### src/rtl/load_store_unit_if.sv
// Data-memory bus between the load/store unit (master) and data memory (slave).
// Handshake: mem_req is held with stable mem_we/mem_addr/mem_be/mem_wdata until mem_ready is
// sampled high on a rising edge; that edge completes the transfer (mem_rdata is valid with mem_ready).
interface load_store_unit_if #(
    parameter int ADDR_W = 16
);
    logic              mem_req;
    logic              mem_we;
    logic [ADDR_W-1:0] mem_addr;
    logic [3:0]        mem_be;
    logic [31:0]       mem_wdata;
    logic              mem_ready;
    logic [31:0]       mem_rdata;

    modport master (
        output mem_req, mem_we, mem_addr, mem_be, mem_wdata,
        input  mem_ready, mem_rdata
    );

    modport slave (
        input  mem_req, mem_we, mem_addr, mem_be, mem_wdata,
        output mem_ready, mem_rdata
    );
endinterface

### src/rtl/load_store_unit.sv
// RV32I data-side access unit: sizes, checks and issues one load/store to data memory,
// stalling the core until completion and returning extended load data for writeback.
module load_store_unit #(
    parameter int ADDR_W         = 16,
    parameter int TIMEOUT_CYCLES = 15
) (
    input  logic              clk,
    input  logic              rst,
    input  logic              req_valid,
    input  logic              req_we,
    input  logic [2:0]        funct3,
    input  logic [ADDR_W-1:0] addr,
    input  logic [31:0]       wdata,
    output logic              stall,
    output logic [31:0]       rdata,
    output logic              rdata_valid,
    output logic              err,
    output logic [1:0]        err_code,
    output logic [1:0]        dbg_state,
    load_store_unit_if.master mem
);

    typedef enum logic [1:0] {
        IDLE = 2'd0,
        BUSY = 2'd1,
        DONE = 2'd2
    } state_t;

    state_t            state, state_nxt;
    logic              we_q;
    logic [2:0]        f3_q;
    logic [ADDR_W-1:0] addr_q;
    logic [31:0]       wdata_q;
    logic [7:0]        cnt;
    logic [1:0]        code_q;
    logic [31:0]       rdata_q;

    logic              illegal, misaligned, timeout_hit;
    logic [1:0]        req_code;
    logic [1:0]        lane;
    logic [3:0]        lane_be;
    logic [31:0]       lane_wdata;
    logic [31:0]       shifted;
    logic [31:0]       load_data;

    // Illegal funct3 wins over misalignment when both apply.
    always_comb begin
        illegal    = req_we ? !(funct3 inside {3'b000, 3'b001, 3'b010})
                            : !(funct3 inside {3'b000, 3'b001, 3'b010, 3'b100, 3'b101});
        misaligned = ((funct3[1:0] == 2'b01) && addr[0]) ||
                     ((funct3[1:0] == 2'b10) && (addr[1:0] != 2'b00));
        req_code   = illegal ? 2'b10 : (misaligned ? 2'b01 : 2'b00);
    end

    assign timeout_hit = (state == BUSY) && !mem.mem_ready &&
                         (cnt == 8'(TIMEOUT_CYCLES - 1));

    always_comb begin
        lane    = addr_q[1:0];
        shifted = mem.mem_rdata >> {lane, 3'b000};
        case (f3_q[1:0])
            2'b00:   begin lane_be = 4'b0001 << lane; lane_wdata = {4{wdata_q[7:0]}};  end
            2'b01:   begin lane_be = 4'b0011 << lane; lane_wdata = {2{wdata_q[15:0]}}; end
            default: begin lane_be = 4'b1111;         lane_wdata = wdata_q;            end
        endcase
        case (f3_q)
            3'b000:  load_data = {{24{shifted[7]}}, shifted[7:0]};
            3'b001:  load_data = {{16{shifted[15]}}, shifted[15:0]};
            3'b100:  load_data = {24'd0, shifted[7:0]};
            3'b101:  load_data = {16'd0, shifted[15:0]};
            default: load_data = mem.mem_rdata;
        endcase
    end

    always_ff @(posedge clk or negedge rst) begin
        if (!rst) state <= IDLE;
        else      state <= state_nxt;
    end

    // Outputs decode from state; reset also masks the combinational IDLE stall.
    always_comb begin
        state_nxt     = state;
        stall         = 1'b0;
        rdata_valid   = 1'b0;
        err           = 1'b0;
        err_code      = 2'b00;
        mem.mem_req   = 1'b0;
        mem.mem_we    = 1'b0;
        mem.mem_addr  = '0;
        mem.mem_be    = 4'b0000;
        mem.mem_wdata = 32'd0;
        case (state)
            IDLE: begin
                stall = req_valid & rst;
                if (req_valid) state_nxt = (req_code != 2'b00) ? DONE : BUSY;
            end
            BUSY: begin
                stall         = 1'b1;
                mem.mem_req   = 1'b1;
                mem.mem_we    = we_q;
                mem.mem_addr  = {addr_q[ADDR_W-1:2], 2'b00};
                mem.mem_be    = lane_be;
                mem.mem_wdata = lane_wdata;
                if (mem.mem_ready || timeout_hit) state_nxt = DONE;
            end
            DONE: begin
                err         = (code_q != 2'b00);
                err_code    = code_q;
                rdata_valid = !we_q && (code_q == 2'b00);
                state_nxt   = IDLE;
            end
            default: state_nxt = IDLE;
        endcase
    end

    always_ff @(posedge clk or negedge rst) begin
        if (!rst) begin
            we_q    <= 1'b0;
            f3_q    <= 3'b000;
            addr_q  <= '0;
            wdata_q <= 32'd0;
            cnt     <= 8'd0;
            code_q  <= 2'b00;
            rdata_q <= 32'd0;
        end else begin
            case (state)
                IDLE: begin
                    if (req_valid) begin
                        we_q    <= req_we;
                        f3_q    <= funct3;
                        addr_q  <= addr;
                        wdata_q <= wdata;
                        code_q  <= req_code;
                    end
                end
                BUSY: begin
                    if (mem.mem_ready) begin
                        cnt <= 8'd0;
                        if (!we_q) rdata_q <= load_data;
                    end else if (timeout_hit) begin
                        cnt     <= 8'd0;
                        code_q  <= 2'b11;
                        rdata_q <= 32'd0;
                    end else begin
                        cnt <= cnt + 8'd1;
                    end
                end
                default: ;
            endcase
        end
    end

    assign rdata     = rdata_q;
    assign dbg_state = state;

endmodule

### src/flat_wrapper.sv
// flat-port wrapper written by rule: the top's interface ports become plain ports
module load_store_unit_flat 
#(
    parameter int ADDR_W         = 16,
    parameter int TIMEOUT_CYCLES = 15
)
  (clk, rst, req_valid, req_we, funct3, addr, wdata, stall, rdata, rdata_valid, err, err_code, dbg_state, mem_mem_req, mem_mem_we, mem_mem_addr, mem_mem_be, mem_mem_wdata, mem_mem_ready, mem_mem_rdata);
  load_store_unit_if #(.ADDR_W(ADDR_W)) mem_i ();
  input  logic clk;
  input  logic rst;
  input  logic req_valid;
  input  logic req_we;
  input  logic [2:0] funct3;
  input  logic [ADDR_W-1:0] addr;
  input  logic [31:0] wdata;
  output logic stall;
  output logic [31:0] rdata;
  output logic rdata_valid;
  output logic err;
  output logic [1:0] err_code;
  output logic [1:0] dbg_state;
  output wire logic [$bits(mem_i.mem_req)-1:0] mem_mem_req;
  output wire logic [$bits(mem_i.mem_we)-1:0] mem_mem_we;
  output wire logic [$bits(mem_i.mem_addr)-1:0] mem_mem_addr;
  output wire logic [$bits(mem_i.mem_be)-1:0] mem_mem_be;
  output wire logic [$bits(mem_i.mem_wdata)-1:0] mem_mem_wdata;
  input wire logic [$bits(mem_i.mem_ready)-1:0] mem_mem_ready;
  input wire logic [$bits(mem_i.mem_rdata)-1:0] mem_mem_rdata;
  assign mem_mem_req = mem_i.mem_req;
  assign mem_mem_we = mem_i.mem_we;
  assign mem_mem_addr = mem_i.mem_addr;
  assign mem_mem_be = mem_i.mem_be;
  assign mem_mem_wdata = mem_i.mem_wdata;
  assign mem_i.mem_ready = mem_mem_ready;
  assign mem_i.mem_rdata = mem_mem_rdata;
  load_store_unit #(.ADDR_W(ADDR_W), .TIMEOUT_CYCLES(TIMEOUT_CYCLES)) u_core (.clk(clk), .rst(rst), .req_valid(req_valid), .req_we(req_we), .funct3(funct3), .addr(addr), .wdata(wdata), .stall(stall), .rdata(rdata), .rdata_valid(rdata_valid), .err(err), .err_code(err_code), .dbg_state(dbg_state), .mem(mem_i));
endmodule
### config.mk
export PLATFORM = sky130hd
export DESIGN_NAME = load_store_unit_flat
export DESIGN_NICKNAME = d
export VERILOG_FILES = /design/src/rtl/load_store_unit_if.sv /design/src/rtl/load_store_unit.sv /design/src/flat_wrapper.sv
export SDC_FILE = /design/constraint.sdc
export NUM_CORES = 1
export LEC_CHECK = 0
export ABC_AREA = 1
export BUFFER_PORTS_ARGS = -buffer_cell sky130_fd_sc_hd__buf_2
export CAP_MARGIN = 15
export CORE_ASPECT_RATIO = 0.8
export CORE_MARGIN = 8
export CORE_UTILIZATION = 45
export CTS_CLUSTER_DIAMETER = 200
export DETAILED_ROUTE_END_ITERATION = 8
export PLACE_DENSITY = 0.78
export SETUP_SLACK_MARGIN = 0.15
export SLEW_MARGIN = 10
export SYNTH_ARGS = -nofsm -noshare
export SYNTH_HDL_FRONTEND = slang
export SYNTH_SLANG_ARGS = --single-unit
### constraint.sdc
create_clock -name clk -period 4.3 [get_ports clk]
set_input_delay 0.215 -clock clk [delete_from_list [all_inputs] [get_ports clk]]
set_output_delay 0.215 -clock clk [all_outputs]
set_load 0.05 [all_outputs]
==> metrics.md, run 1 <==
| Metric | Value |
|---|---|
| Synth async-reset ratio | `100.0%` |
| Final hold slack | `0.09425 ns` |
| Most common cell after layout, fill and taps aside | `sky130_fd_sc_hd__buf_2` |
| Cells traversed along the worst timing path | `inv_2, buf_4, nand2_1, o21ai_0, nor2_1, buf_2` |
| Run status | `finished, final reports clean` |
| Min-Delay Endpoint | `u_core.wdata_q[21]` |
| Clock buffer count from CTS | `9` |
| Transition time at the pin with the least slew margin | `0.7874 ns` |
| Pins over their slew limit | `0` |
| CTS Root Cell | `sky130_fd_sc_hd__clkbuf_16` |
| Count of buffers from port buffering | `178` |
| Number of detailed-route iterations in the first pass | `5` |
| Most used cells in the layout excluding fill and tap cells | `177 x sky130_fd_sc_hd__buf_2, 147 x sky130_fd_sc_hd__nand2_1, 108 x sky130_fd_sc_hd__nor2_1` |
| Power per Cell Area | `780.6 nW/um^2` |
| Area share of and/or/nand/nor cells after synthesis | `28.99%` |
| Worst reg2reg startpoint | `u_core.dbg_state[1]` |
| Multi-input combinational cell area | `2376 um^2` |
| TritonCTS clock tree | `done` |
| Hold Violations, Final | `0` |
| Cell taking the most area after synthesis | `sky130_fd_sc_hd__dfrtp_1` |
| Critical path buffers and inverters | `3` |
| Synth area leaders | `sky130_fd_sc_hd__dfrtp_1 46%, sky130_fd_sc_hd__nand2_1 11%, sky130_fd_sc_hd__nor2_1 7.8%` |
| Time the final worst path needs with I/O delays and setup | `2.802 ns` |
| Chip Width | `135.8 um` |
| Xor/xnor share of the synthesized area | `0.6776%` |
| Maximum operating frequency | `356.9 MHz` |
| Total Wirelength | `15,680 um` |
| H-tree level count | `3` |
| # rows | `35` |
| Worst-case clock skew | `0.007411 ns` |
| Total number of nets in the final design | `919` |
| Initial standard-cell utilization of the core | `45.58%` |
| Post-DR vias/cell | `5.207` |
| First-pass GRT wire length | `25,640 um` |
| Std-Cell Core Area | `11,340 um^2` |
| Insertion delay to the later sink of the worst-skew pair | `0.35 ns` |
| Area of the mapped netlist | `5170 um^2` |
| Wire length per cell | `15.95 um` |
| Cells after synthesis | `671` |
| Sequential standard cell area | `2402 um^2` |
| Multiplexer fraction of the synthesized cell area | `5.227%` |
| Vias in the first global route | `5,059` |
| Fraction of final layout cells with drive strength greater than 1 | `29.38%` |
| Register-to-register setup slack | `2.10 ns` |
| Cells on Worst Hold Path | `2` |
| Peak supply drop | `0.3434 mV` |
| Clock Sinks | `96` |
| Top FF cell, synth | `sky130_fd_sc_hd__dfrtp_1` |
| Hpwl dp | `11,560 um` |
| Violation count after the first detailed-routing iteration | `343` |
| Clock edge transition at the registers on the reported setup and hold paths | `0.07 ns` |
| Type of the most critical hold path | `primary input to register` |
| Pin count of the biggest net entering global routing | `62` |
| Synthesized flop and latch total | `96` |
| Static Leakage | `3.596 nW` |
| Worst Hold Launch | `wdata[21]` |
| Aggregate negative setup slack | `0 ns` |
| Critical Path Fanout Max | `37` |
| Adder-cell share of the synthesized area | `0.4840%` |
| Detail Route Antenna Nets | `0` |
| Sequential area share after synthesis | `46.47%` |
| Number of synthesis warnings | `0` |
| Top-level I/O count | `181` |
| Path depth of the worst reg2reg path | `7` |
| Global-route congestion overflow total | `0` |
| Top-area cell type share of the netlist area | `46.47%` |
| Count of filler cells inserted in the layout | `1,066` |
| Unrepaired setup endpoints after global routing | `no` |
| Final cycle utilization of the critical path | `65.16%` |
| Antenna violations before repair | `5` |
| Vertical extent of the die | `111.9 um` |
| Weighted congestion reported at the end of routability-driven placement | `0.9259` |
| CP Launch Type | `register` |
| Per-instance average area after synthesis | `7.705 um^2` |
| Utilization after layout | `56.62%` |
| Worst path slowest cell | `sky130_fd_sc_hd__inv_2` |
| Critical path endpoint category | `output port` |
| Number of distinct library cell variants in the gate-level netlist after synthesis | `33` |
| Worst r2r dst | `u_core.cnt[1]` |
| Worst path arrival time | `2.59 ns` |
| Area fraction in compound gates after synthesis | `10.29%` |
| DRC violations left | `0` |
| Cell type group with the largest total delay on the critical path | `buffers and inverters` |
| GRT Resource Usage Total | `21.01%` |
| Number of enable flip-flop cells after synthesis | `0` |
| MaxCap Viol Count | `0` |
| DIE AREA | `15,200 um^2` |
| Count of final setup violators | `0` |
| Largest family of logic cells by synthesized area | `simple AND/OR/NAND/NOR gates` |
| Data required time of the critical path | `4.09 ns` |
| Area growth from synthesis to layout | `24.23%` |
| Headroom to the max-slew limit | `47.32%` |
| Vias post-DR | `5,118` |
| Highest cell delay on the worst timing path | `0.43 ns` |
| Critical path type | `register to output port` |
| Maximum root-to-sink buffer count | `2` |
## power by group
| part | switching [W] | internal, W |
|---|---|---|
| Combinational | 0.00184 | 0.000706 |
| Sequential | 0.000318 | 0.00131 |
| Clock | 0.000375 | 0.000462 |
## worst max-delay path by stage
stage / end / startpoint / cells after the start
floorplan: mem_mem_wdata[17] / u_core.dbg_state[0] / 6
global placement: mem_mem_wdata[29] / u_core.f3_q[1] / 6
detailed placement: mem_mem_wdata[14] / u_core.f3_q[1] / 6
CTS: mem_mem_wdata[14] / u_core.f3_q[1] / 6
global route: mem_mem_wdata[29] / u_core.f3_q[1] / 6
finish: mem_mem_wdata[14] / u_core.f3_q[1] / 6
## sequential cells by signal, indices dropped and copies added (netlist names)
register and cells:
u_core.addr_q 16, u_core.cnt 8, u_core.code_q 2, u_core.dbg_state 2, u_core.f3_q 3, u_core.rdata 32
u_core.wdata_q 32, u_core.we_q 1
## cell families (layout without fill, tap and decap cells)
kind of cell | Yosys count | count (layout)
other | 1 | 3
buffers and inverters | 92 | 254
flip-flops | 96 | 96
AND/OR/NAND/NOR | 348 | 348
multiplexers | 24 | 24
adder cells (fa/ha/maj) | 2 | 2
AO/OA/AOI/OAI | 104 | 104
XOR/XNOR | 4 | 4
## timing repair
| action | in CTS | in global routing |
|---|---|---|
| hold buffers | 1 | 0 |
| endpoints found under the hold margin | 59 | 0 |
| endpoints found under the setup margin | 0 | 0 |
| resized for setup | 0 | 0 |
| buffers inserted | 0 | 0 |
## routing by layer
metal  up-vias  part of all wire (%)  global-route usage (%)  wire [um]
met2       241                    43                   31.38       6801
met1      2359                    43                   26.85       6718
met3        28                    12                   9.226       1886
met4         8                   1.4                   5.908        227
met5         -                  0.29                       0         45
li1       2482                     -                       -          -
## metrics by stage
step	std cells	worst slack [ns]	cell area, um^2	power [W]
6_report	983	1.498	6422	0.005013
2_1_floorplan	672	1.779	5174	0.003592
3_3_place_gp	965	2.003	6103	0.004131
3_5_place_dp	965	1.852	6103	0.004181
5_1_grt	983	1.258	6422	0.005371
4_1_cts	982	1.471	6420	0.005031
## cell usage after synthesis (2+ instances only)
library cell / number
sky130_fd_sc_hd__o22ai_1: 9
sky130_fd_sc_hd__nor2_1: 108
sky130_fd_sc_hd__or2_2: 7
sky130_fd_sc_hd__buf_6: 2
sky130_fd_sc_hd__buf_4: 3
sky130_fd_sc_hd__ha_1: 2
sky130_fd_sc_hd__nand2_4: 3
sky130_fd_sc_hd__a21oi_1: 46
sky130_fd_sc_hd__nand3_1: 68
sky130_fd_sc_hd__mux2_2: 24
sky130_fd_sc_hd__xnor2_1: 2
sky130_fd_sc_hd__o21ai_0: 46
sky130_fd_sc_hd__dfrtp_1: 96
sky130_fd_sc_hd__clkbuf_1: 16
sky130_fd_sc_hd__nand3_2: 4
sky130_fd_sc_hd__nand2_1: 148
sky130_fd_sc_hd__buf_2: 14
sky130_fd_sc_hd__inv_1: 50
sky130_fd_sc_hd__buf_1: 3
sky130_fd_sc_hd__xor2_1: 2
sky130_fd_sc_hd__o21ai_1: 3
sky130_fd_sc_hd__nor3_1: 4
## area by class of cell
type / instances / share of cell area [%]
Timing Repair Buffer: 185 / 14.77
Antenna cell: 1 / 0.03896
Inverter: 53 / 3.137
Clock buffer: 10 / 3.565
Multi-Input combinational cell: 484 / 37.00
Sequential cell: 96 / 37.40
Clock inverter: 6 / 1.208
Tap cell: 148 / 2.883
(Power assumes the default switching activity.)
==> run 2: changes to the inputs <==
--- a/config.mk
+++ b/config.mk
@@ -5,7 +5,7 @@
 export SDC_FILE = /design/constraint.sdc
 export NUM_CORES = 1
 export LEC_CHECK = 0
-export ABC_AREA = 1
+export ABC_AREA = 0
 export BUFFER_PORTS_ARGS = -buffer_cell sky130_fd_sc_hd__buf_2
 export CAP_MARGIN = 15
 export CORE_ASPECT_RATIO = 0.8
==> constraint.sdc (replaced) <==
create_clock -name clk -period 2.94 [get_ports clk]
set_input_delay 0.147 -clock clk [delete_from_list [all_inputs] [get_ports clk]]
set_output_delay 0.147 -clock clk [all_outputs]
set_load 0.05 [all_outputs]
==> metrics.md, run 2 <==
| Metric | Value |
|---|---|
| Number of detailed-route iterations in the first pass | `5` |
| Number of hold-repair buffers added at the cts stage | `1` |
| Clock Sinks | `96` |
| # rows | `34` |
| Xor/xnor share of the synthesized area | `0.3469%` |
| Area share of and/or/nand/nor cells after synthesis | `14.30%` |
| DIE AREA | `14,890 um^2` |
| Placed cells | `806` |
| Pin count of the biggest net entering global routing | `55` |
| Peak supply drop | `0.6342 mV` |
| Time the final worst path needs with I/O delays and setup | `2.478 ns` |
| H-tree level count | `3` |
| Vias post-DR | `4,619` |
| Cell type group with the largest total delay on the critical path | `simple AND/OR/NAND/NOR gates` |
| Top-level I/O count | `181` |
| Sequential area share after synthesis | `47.57%` |
| Worst Hold Launch | `addr[11]` |
| Highest cell delay on the worst timing path | `0.71 ns` |
| Unrepaired setup endpoints after global routing | `no` |
| Sequential standard cell area | `2402 um^2` |
| DRC violations left | `0` |
| Top cell types by occurrence after synthesis | `96 x sky130_fd_sc_hd__dfrtp_1, 58 x sky130_fd_sc_hd__nand2_1, 51 x sky130_fd_sc_hd__nor2_1` |
| Critical path type | `register to output port` |
| Area fraction in compound gates after synthesis | `15.16%` |
| CP Launch Type | `register` |
| Most used cells in the layout excluding fill and tap cells | `177 x sky130_fd_sc_hd__buf_2, 96 x sky130_fd_sc_hd__dfrtp_1, 58 x sky130_fd_sc_hd__nand2_1` |
| Violation count after the first detailed-routing iteration | `357` |
| # resized after CTS | `0` |
| Cells traversed along the worst timing path | `nor2_1, nand2_1, a21oi_1, buf_2` |
| Utilization after layout | `58.39%` |
| GRT Resource Usage Total | `21.27%` |
| Worst path slowest cell | `sky130_fd_sc_hd__dfrtp_1` |
| Worst-case clock skew | `0.008301 ns` |
| Synthesized flop and latch total | `96` |
| Worst path arrival time | `2.33 ns` |
| First-pass GRT wire length | `25,390 um` |
| Wire length per cell | `19.06 um` |
| Multi-input combinational cell area | `2455 um^2` |
| Pins over their slew limit | `0` |
| Vias in the first global route | `4,850` |
| Area growth from synthesis to layout | `25.92%` |
| Post-DR vias/cell | `5.619` |
| Synth area leaders | `sky130_fd_sc_hd__dfrtp_1 48%, sky130_fd_sc_hd__mux2_1 7.1%, sky130_fd_sc_hd__mux2i_1 6.3%` |
| Count of filler cells inserted in the layout | `967` |
| TritonCTS clock tree | `done` |
| Startpoint of the worst setup timing path | `u_core.f3_q[0]` |
| Global-route congestion overflow total | `0` |
| Type of the most critical hold path | `primary input to register` |
| Initial standard-cell utilization of the core | `46.37%` |
| Total Wirelength | `15,670 um` |
| Area of the mapped netlist | `5050 um^2` |
| Hold Violations, Final | `0` |
| Final cycle utilization of the critical path | `84.30%` |
| Critical path buffers and inverters | `1` |
| Data required time of the critical path | `2.79 ns` |
| Count of buffers from port buffering | `178` |
| Post-route insts no fill | `822` |
| Number of distinct library cell variants in the gate-level netlist after synthesis | `51` |
| Clock buffer count from CTS | `9` |
| Chip Width | `134.4 um` |
| Vertical extent of the die | `110.8 um` |
| Dominant cell by count in the synthesized netlist | `sky130_fd_sc_hd__dfrtp_1` |
| Detail Route Antenna Nets | `0` |
| Largest family of logic cells by synthesized area | `multiplexers` |
| Count of final setup violators | `0` |
| Hpwl dp | `11,630 um` |
| Insertion delay to the later sink of the worst-skew pair | `0.35 ns` |
| Most common cell after layout, fill and taps aside | `sky130_fd_sc_hd__buf_2` |
| Synth async-reset ratio | `100.0%` |
| Top FF cell, synth | `sky130_fd_sc_hd__dfrtp_1` |
| Maximum root-to-sink buffer count | `2` |
| Number of synthesis warnings | `0` |
| Total number of nets in the final design | `764` |
| Antenna violations before repair | `1` |
| Headroom to the max-slew limit | `42.04%` |
| Std-Cell Core Area | `10,890 um^2` |
| CTS Root Cell | `sky130_fd_sc_hd__clkbuf_16` |
| Top-area cell type share of the netlist area | `47.57%` |
| Fraction of final layout cells with drive strength greater than 1 | `34.22%` |
| Transition time at the pin with the least slew margin | `0.8694 ns` |
| Critical Path Fanout Max | `24` |
| Number of antenna cells inserted | `0` |
| Run status | `finished, final reports clean` |
| Cell taking the most area after synthesis | `sky130_fd_sc_hd__dfrtp_1` |
| MaxCap Viol Count | `0` |
| Multiplexer fraction of the synthesized cell area | `17.94%` |
| Per-instance average area after synthesis | `9.902 um^2` |
| Final hold slack | `0.01254 ns` |
| Buffers inserted during post-CTS setup optimization | `0` |
| Maximum operating frequency | `403.5 MHz` |
| Power per Cell Area | `1038 nW/um^2` |
| Number of enable flip-flop cells after synthesis | `0` |
| Static Leakage | `3.196 nW` |
| Worst reg2reg startpoint | `u_core.f3_q[0]` |
| Critical path endpoint category | `output port` |
| Cells after synthesis | `510` |
| Adder-cell share of the synthesized area | `0.4955%` |
| Aggregate negative setup slack | `0 ns` |
| Clock edge transition at the registers on the reported setup and hold paths | `0.07 ns` |
| Weighted congestion reported at the end of routability-driven placement | `0.8856` |
[run 2: cell types whose count changed after synthesis, moves of 24 or more]
cell,previous run,this run
sky130_fd_sc_hd__o21ai_0,46,17
sky130_fd_sc_hd__mux2_1,0,32
sky130_fd_sc_hd__inv_1,50,3
sky130_fd_sc_hd__nand3_1,68,2
sky130_fd_sc_hd__and2_1,0,24
sky130_fd_sc_hd__o21ai_1,3,35
sky130_fd_sc_hd__nor2_1,108,51
sky130_fd_sc_hd__nand2_1,148,58
sky130_fd_sc_hd__mux2i_1,0,32
[run 2: per-stage QoR]
stage                     setup slack (ns)  total power [W]  instance area [um^2]
after floorplan                     0.4145         0.004572                  5054
after global placement              0.9094         0.005324                  6052
after detailed placement            0.8899         0.005425                  6052
after CTS                           0.4992         0.006632                  6359
after global routing                0.3296         0.006993                  6359
final                               0.4616         0.006601                  6359
[run 2: metal layers]
metal	track usage (%)	vias to the layer above	wire length, um
li1	-	2105	-
met1	25.69	2226	6341
met2	32.65	252	7000
met3	9.330	34	1911
met4	8.215	2	405
met5	0	-	13
[run 2: kinds of logic (layout without fill, tap and decap cells)]
| group | after synthesis | count (layout) |
|---|---|---|
| xor gates and xnor gates | 2 | 2 |
| other | 1 | 2 |
| AOI/OAI and AO/OA | 123 | 123 |
| buffers and inverters | 45 | 212 |
| muxes | 84 | 84 |
| and+or+nand+nor | 157 | 157 |
| DFF | 96 | 96 |
| adders and majority gates | 2 | 2 |
[run 2: worst register-to-register path, cell delays in order, from the launching register on]
cell and delay [ns]:
sky130_fd_sc_hd__dfrtp_1 0.71, sky130_fd_sc_hd__o21ba_2 0.38, sky130_fd_sc_hd__a221oi_1 0.67, sky130_fd_sc_hd__a21oi_1 0.08, sky130_fd_sc_hd__o21ai_1 0.17
[run 2: final timing paths]
check	slack, ns	cells past startpoint	endpoint
worst min register to register	0.47	2	u_core.rdata[5]
worst min-delay path	0.01	2	u_core.addr_q[11]
max in group asynchronous	1.90	3	u_core.rdata[13]
worst max register to register	0.84	4	u_core.rdata[10]
worst max-delay path	0.46	4	mem_mem_wdata[8]
min in group asynchronous	0.49	3	u_core.dbg_state[0]
[run 2: cell type report]
| class | count | share of cell area [%] |
|---|---|---|
| tap | 144 | 2.834 |
| sequential | 96 | 37.78 |
| inverter | 7 | 0.4132 |
| multi-input combinational | 370 | 38.61 |
| timing repair buffer | 190 | 15.70 |
| clock buffer | 10 | 3.758 |
| clock inverter | 5 | 0.9052 |
[run 2: where the power goes]
| part | internal, W | switching (W) |
|---|---|---|
| Sequential | 0.00182 | 0.000440 |
| Clock | 0.000678 | 0.000507 |
| Combinational | 0.000977 | 0.00218 |
==> run 3: changes to the inputs <==
--- a/config.mk
+++ b/config.mk
@@ -5,7 +5,7 @@
 export SDC_FILE = /design/constraint.sdc
 export NUM_CORES = 1
 export LEC_CHECK = 0
-export ABC_AREA = 0
+export ABC_AREA = 1
 export BUFFER_PORTS_ARGS = -buffer_cell sky130_fd_sc_hd__buf_2
 export CAP_MARGIN = 15
 export CORE_ASPECT_RATIO = 0.8
@@ -13,7 +13,7 @@
 export CORE_UTILIZATION = 45
 export CTS_CLUSTER_DIAMETER = 200
 export DETAILED_ROUTE_END_ITERATION = 8
-export PLACE_DENSITY = 0.78
+export PLACE_DENSITY = 0.81
 export SETUP_SLACK_MARGIN = 0.15
 export SLEW_MARGIN = 10
 export SYNTH_ARGS = -nofsm -noshare
==> constraint.sdc (replaced) <==
create_clock -name clk -period 2 [get_ports clk]
set_input_delay 0.1 -clock clk [delete_from_list [all_inputs] [get_ports clk]]
set_output_delay 0.1 -clock clk [all_outputs]
set_load 0.05 [all_outputs]
==> metrics.md, run 3 (synthesis gave the netlist of run 1 again) <==
| Metric | Value |
|---|---|
| Run status | `finished, final reports clean` |
| Wire length per cell | `17.58 um` |
| CTS Root Cell | `sky130_fd_sc_hd__clkbuf_16` |
| Critical path buffers and inverters | `2` |
| Antenna violations before repair | `5` |
| Insertion delay to the later sink of the worst-skew pair | `0.35 ns` |
| Sequential standard cell area | `2407 um^2` |
| Pin count of the biggest net entering global routing | `97` |
| Hpwl dp | `11,840 um` |
| Critical path type | `register to output port` |
| Cell type group with the largest total delay on the critical path | `flip-flops` |
| TritonCTS clock tree | `done` |
| Power, Total | `0.01162 W` |
| Vias in the first global route | `5,390` |
| Dpl ws | `0.3412 ns` |
| # rows | `35` |
| Total Wirelength | `18,110 um` |
| First-pass GRT wire length | `27,160 um` |
| Clock buffer count from CTS | `9` |
| Area growth from synthesis to layout | `39.69%` |
| Count of final setup violators | `0` |
| Unrepaired setup endpoints after global routing | `yes` |
| Number of detailed-route iterations in the first pass | `5` |
| Setup WS post-layout | `0.1116 ns` |
| Initial standard-cell utilization of the core | `45.58%` |
| Headroom to the max-slew limit | `64.23%` |
| Time the final worst path needs with I/O delays and setup | `1.888 ns` |
| Count of filler cells inserted in the layout | `943` |
| Static Leakage | `3.831 nW` |
| Detail Route Antenna Nets | `0` |
| Final cycle utilization of the critical path | `94.42%` |
| Data required time of the critical path | `1.90 ns` |
| Worst-case clock skew | `0.009332 ns` |
| Fraction of final layout cells with drive strength greater than 1 | `34.17%` |
| Violation count after the first detailed-routing iteration | `370` |
| Type of the most critical hold path | `primary input to register` |
| Vias post-DR | `5,445` |
| Highest cell delay on the worst timing path | `0.45 ns` |
| Global-route congestion overflow total | `0` |
| Count of buffers from port buffering | `178` |
| Chip Width | `135.8 um` |
| Total number of nets in the final design | `966` |
| Aggregate negative setup slack | `0 ns` |
| Weighted congestion reported at the end of routability-driven placement | `0.8630` |
| Clock edge transition at the registers on the reported setup and hold paths | `0.07 ns` |
| CP Launch Type | `register` |
| H-tree level count | `3` |
| Std-Cell Core Area | `11,340 um^2` |
| Vertical extent of the die | `111.9 um` |
| Worst path arrival time | `1.79 ns` |
| Maximum root-to-sink buffer count | `2` |
| Most used cells in the layout excluding fill and tap cells | `146 x sky130_fd_sc_hd__buf_2, 145 x sky130_fd_sc_hd__nand2_1, 93 x sky130_fd_sc_hd__nor2_1` |
| Top-level I/O count | `181` |
| Worst path slowest cell | `sky130_fd_sc_hd__dfrtp_2` |
| Cells traversed along the worst timing path | `nor2_4, buf_6, o21ai_0, a21oi_4, clkbuf_4` |
| Multi-input combinational cell area | `2566 um^2` |
| GRT Resource Usage Total | `22.12%` |
| Critical path endpoint category | `output port` |
| Utilization after layout | `63.67%` |
| Pins over their slew limit | `0` |
| Post-DR vias/cell | `5.286` |
| Most common cell after layout, fill and taps aside | `sky130_fd_sc_hd__buf_2` |
| Hold Violations, Final | `0` |
| DIE AREA | `15,200 um^2` |
| Critical Path Fanout Max | `10` |
| Maximum operating frequency | `529.5 MHz` |
| Final hold slack | `0.006642 ns` |
| MaxCap Viol Count | `0` |
| Power per Cell Area | `1608 nW/um^2` |
| DRC violations left | `0` |
| Clock Sinks | `96` |
| Peak supply drop | `0.8465 mV` |
| Transition time at the pin with the least slew margin | `0.5365 ns` |
run 3: cell count changes in the layout (fill, tap and decap cells not counted), moves of 24 or more:
cell,change
sky130_fd_sc_hd__dlygate4sd3_1,+34
sky130_fd_sc_hd__mux2i_1,-32
sky130_fd_sc_hd__nor2_1,+42
sky130_fd_sc_hd__and2_1,-24
sky130_fd_sc_hd__inv_1,+46
sky130_fd_sc_hd__o21ai_1,-32
sky130_fd_sc_hd__mux2_1,-32
sky130_fd_sc_hd__nand3_1,+65
sky130_fd_sc_hd__buf_2,-31
sky130_fd_sc_hd__nand2_1,+87
run 3: path summary, 6_finish.rpt:
check,from,slack [ns],end,depth (start not counted)
setup / recovery,u_core.dbg_state[1],0.11,mem_mem_wdata[20],5
hold / removal,addr[12],0.007,u_core.addr_q[12],3
setup reg to reg,u_core.dbg_state[1],0.38,u_core.rdata[10],7
hold reg to reg,u_core.rdata[7],0.50,u_core.rdata[7],2
max in group asynchronous,rst,1.17,u_core.addr_q[0],3
min in group asynchronous,rst,0.37,u_core.rdata[0],3
run 3: layout make-up:
class	instances	area share (%)
Multi-Input combinational cell	484	35.53
Sequential cell	96	33.33
Timing Repair Buffer	232	21.81
Clock buffer	10	3.170
Inverter	53	2.859
Tap cell	148	2.564
Clock inverter	6	0.6930
Antenna cell	1	0.03465
run 3: worst min-delay path: cells and delay by family:
kind	cells	cell delay, ns
AO/OA/AOI/OAI	1	0.10
buffers and inverters	1	0.07
AND/OR/NAND/NOR	1	0.03
run 3: metrics by stage:
stage | instances | area [um^2]
floorplan | 672 | 5315
global placement | 975 | 6369
detailed placement | 975 | 6369
CTS | 1026 | 7063
global route | 1030 | 7222
finish | 1030 | 7222
run 3: power by group:
part | switching, W | total (W) | leakage [nW] | internal [W]
Combinational | 0.00451 | 0.00647 | 2.52 | 0.00196
Sequential | 0.000639 | 0.00346 | 1.17 | 0.00282
Clock | 0.000820 | 0.00169 | 0.136 | 0.000866
Total | 0.00597 | 0.0116 | 3.83 | 0.00565
run 3: per-layer routing:
metal | wire length [um] | track usage [%]
met1 | 7214 | 27.41
met2 | 8354 | 34.49
met3 | 2249 | 8.866
met4 | 247 | 6.721
met5 | 45 | 0
run 3: timing repair:
| action | in CTS | in global routing |
|---|---|---|
| endpoints found under the hold margin | 130 | 0 |
| setup endpoints to repair | 31 | 31 |
| pin swaps | 0 | 1 |
| gates resized for setup | 28 | 43 |
| hold buffers | 35 | 0 |
| setup buffers | 0 | 1 |
| gates cloned | 0 | 2 |
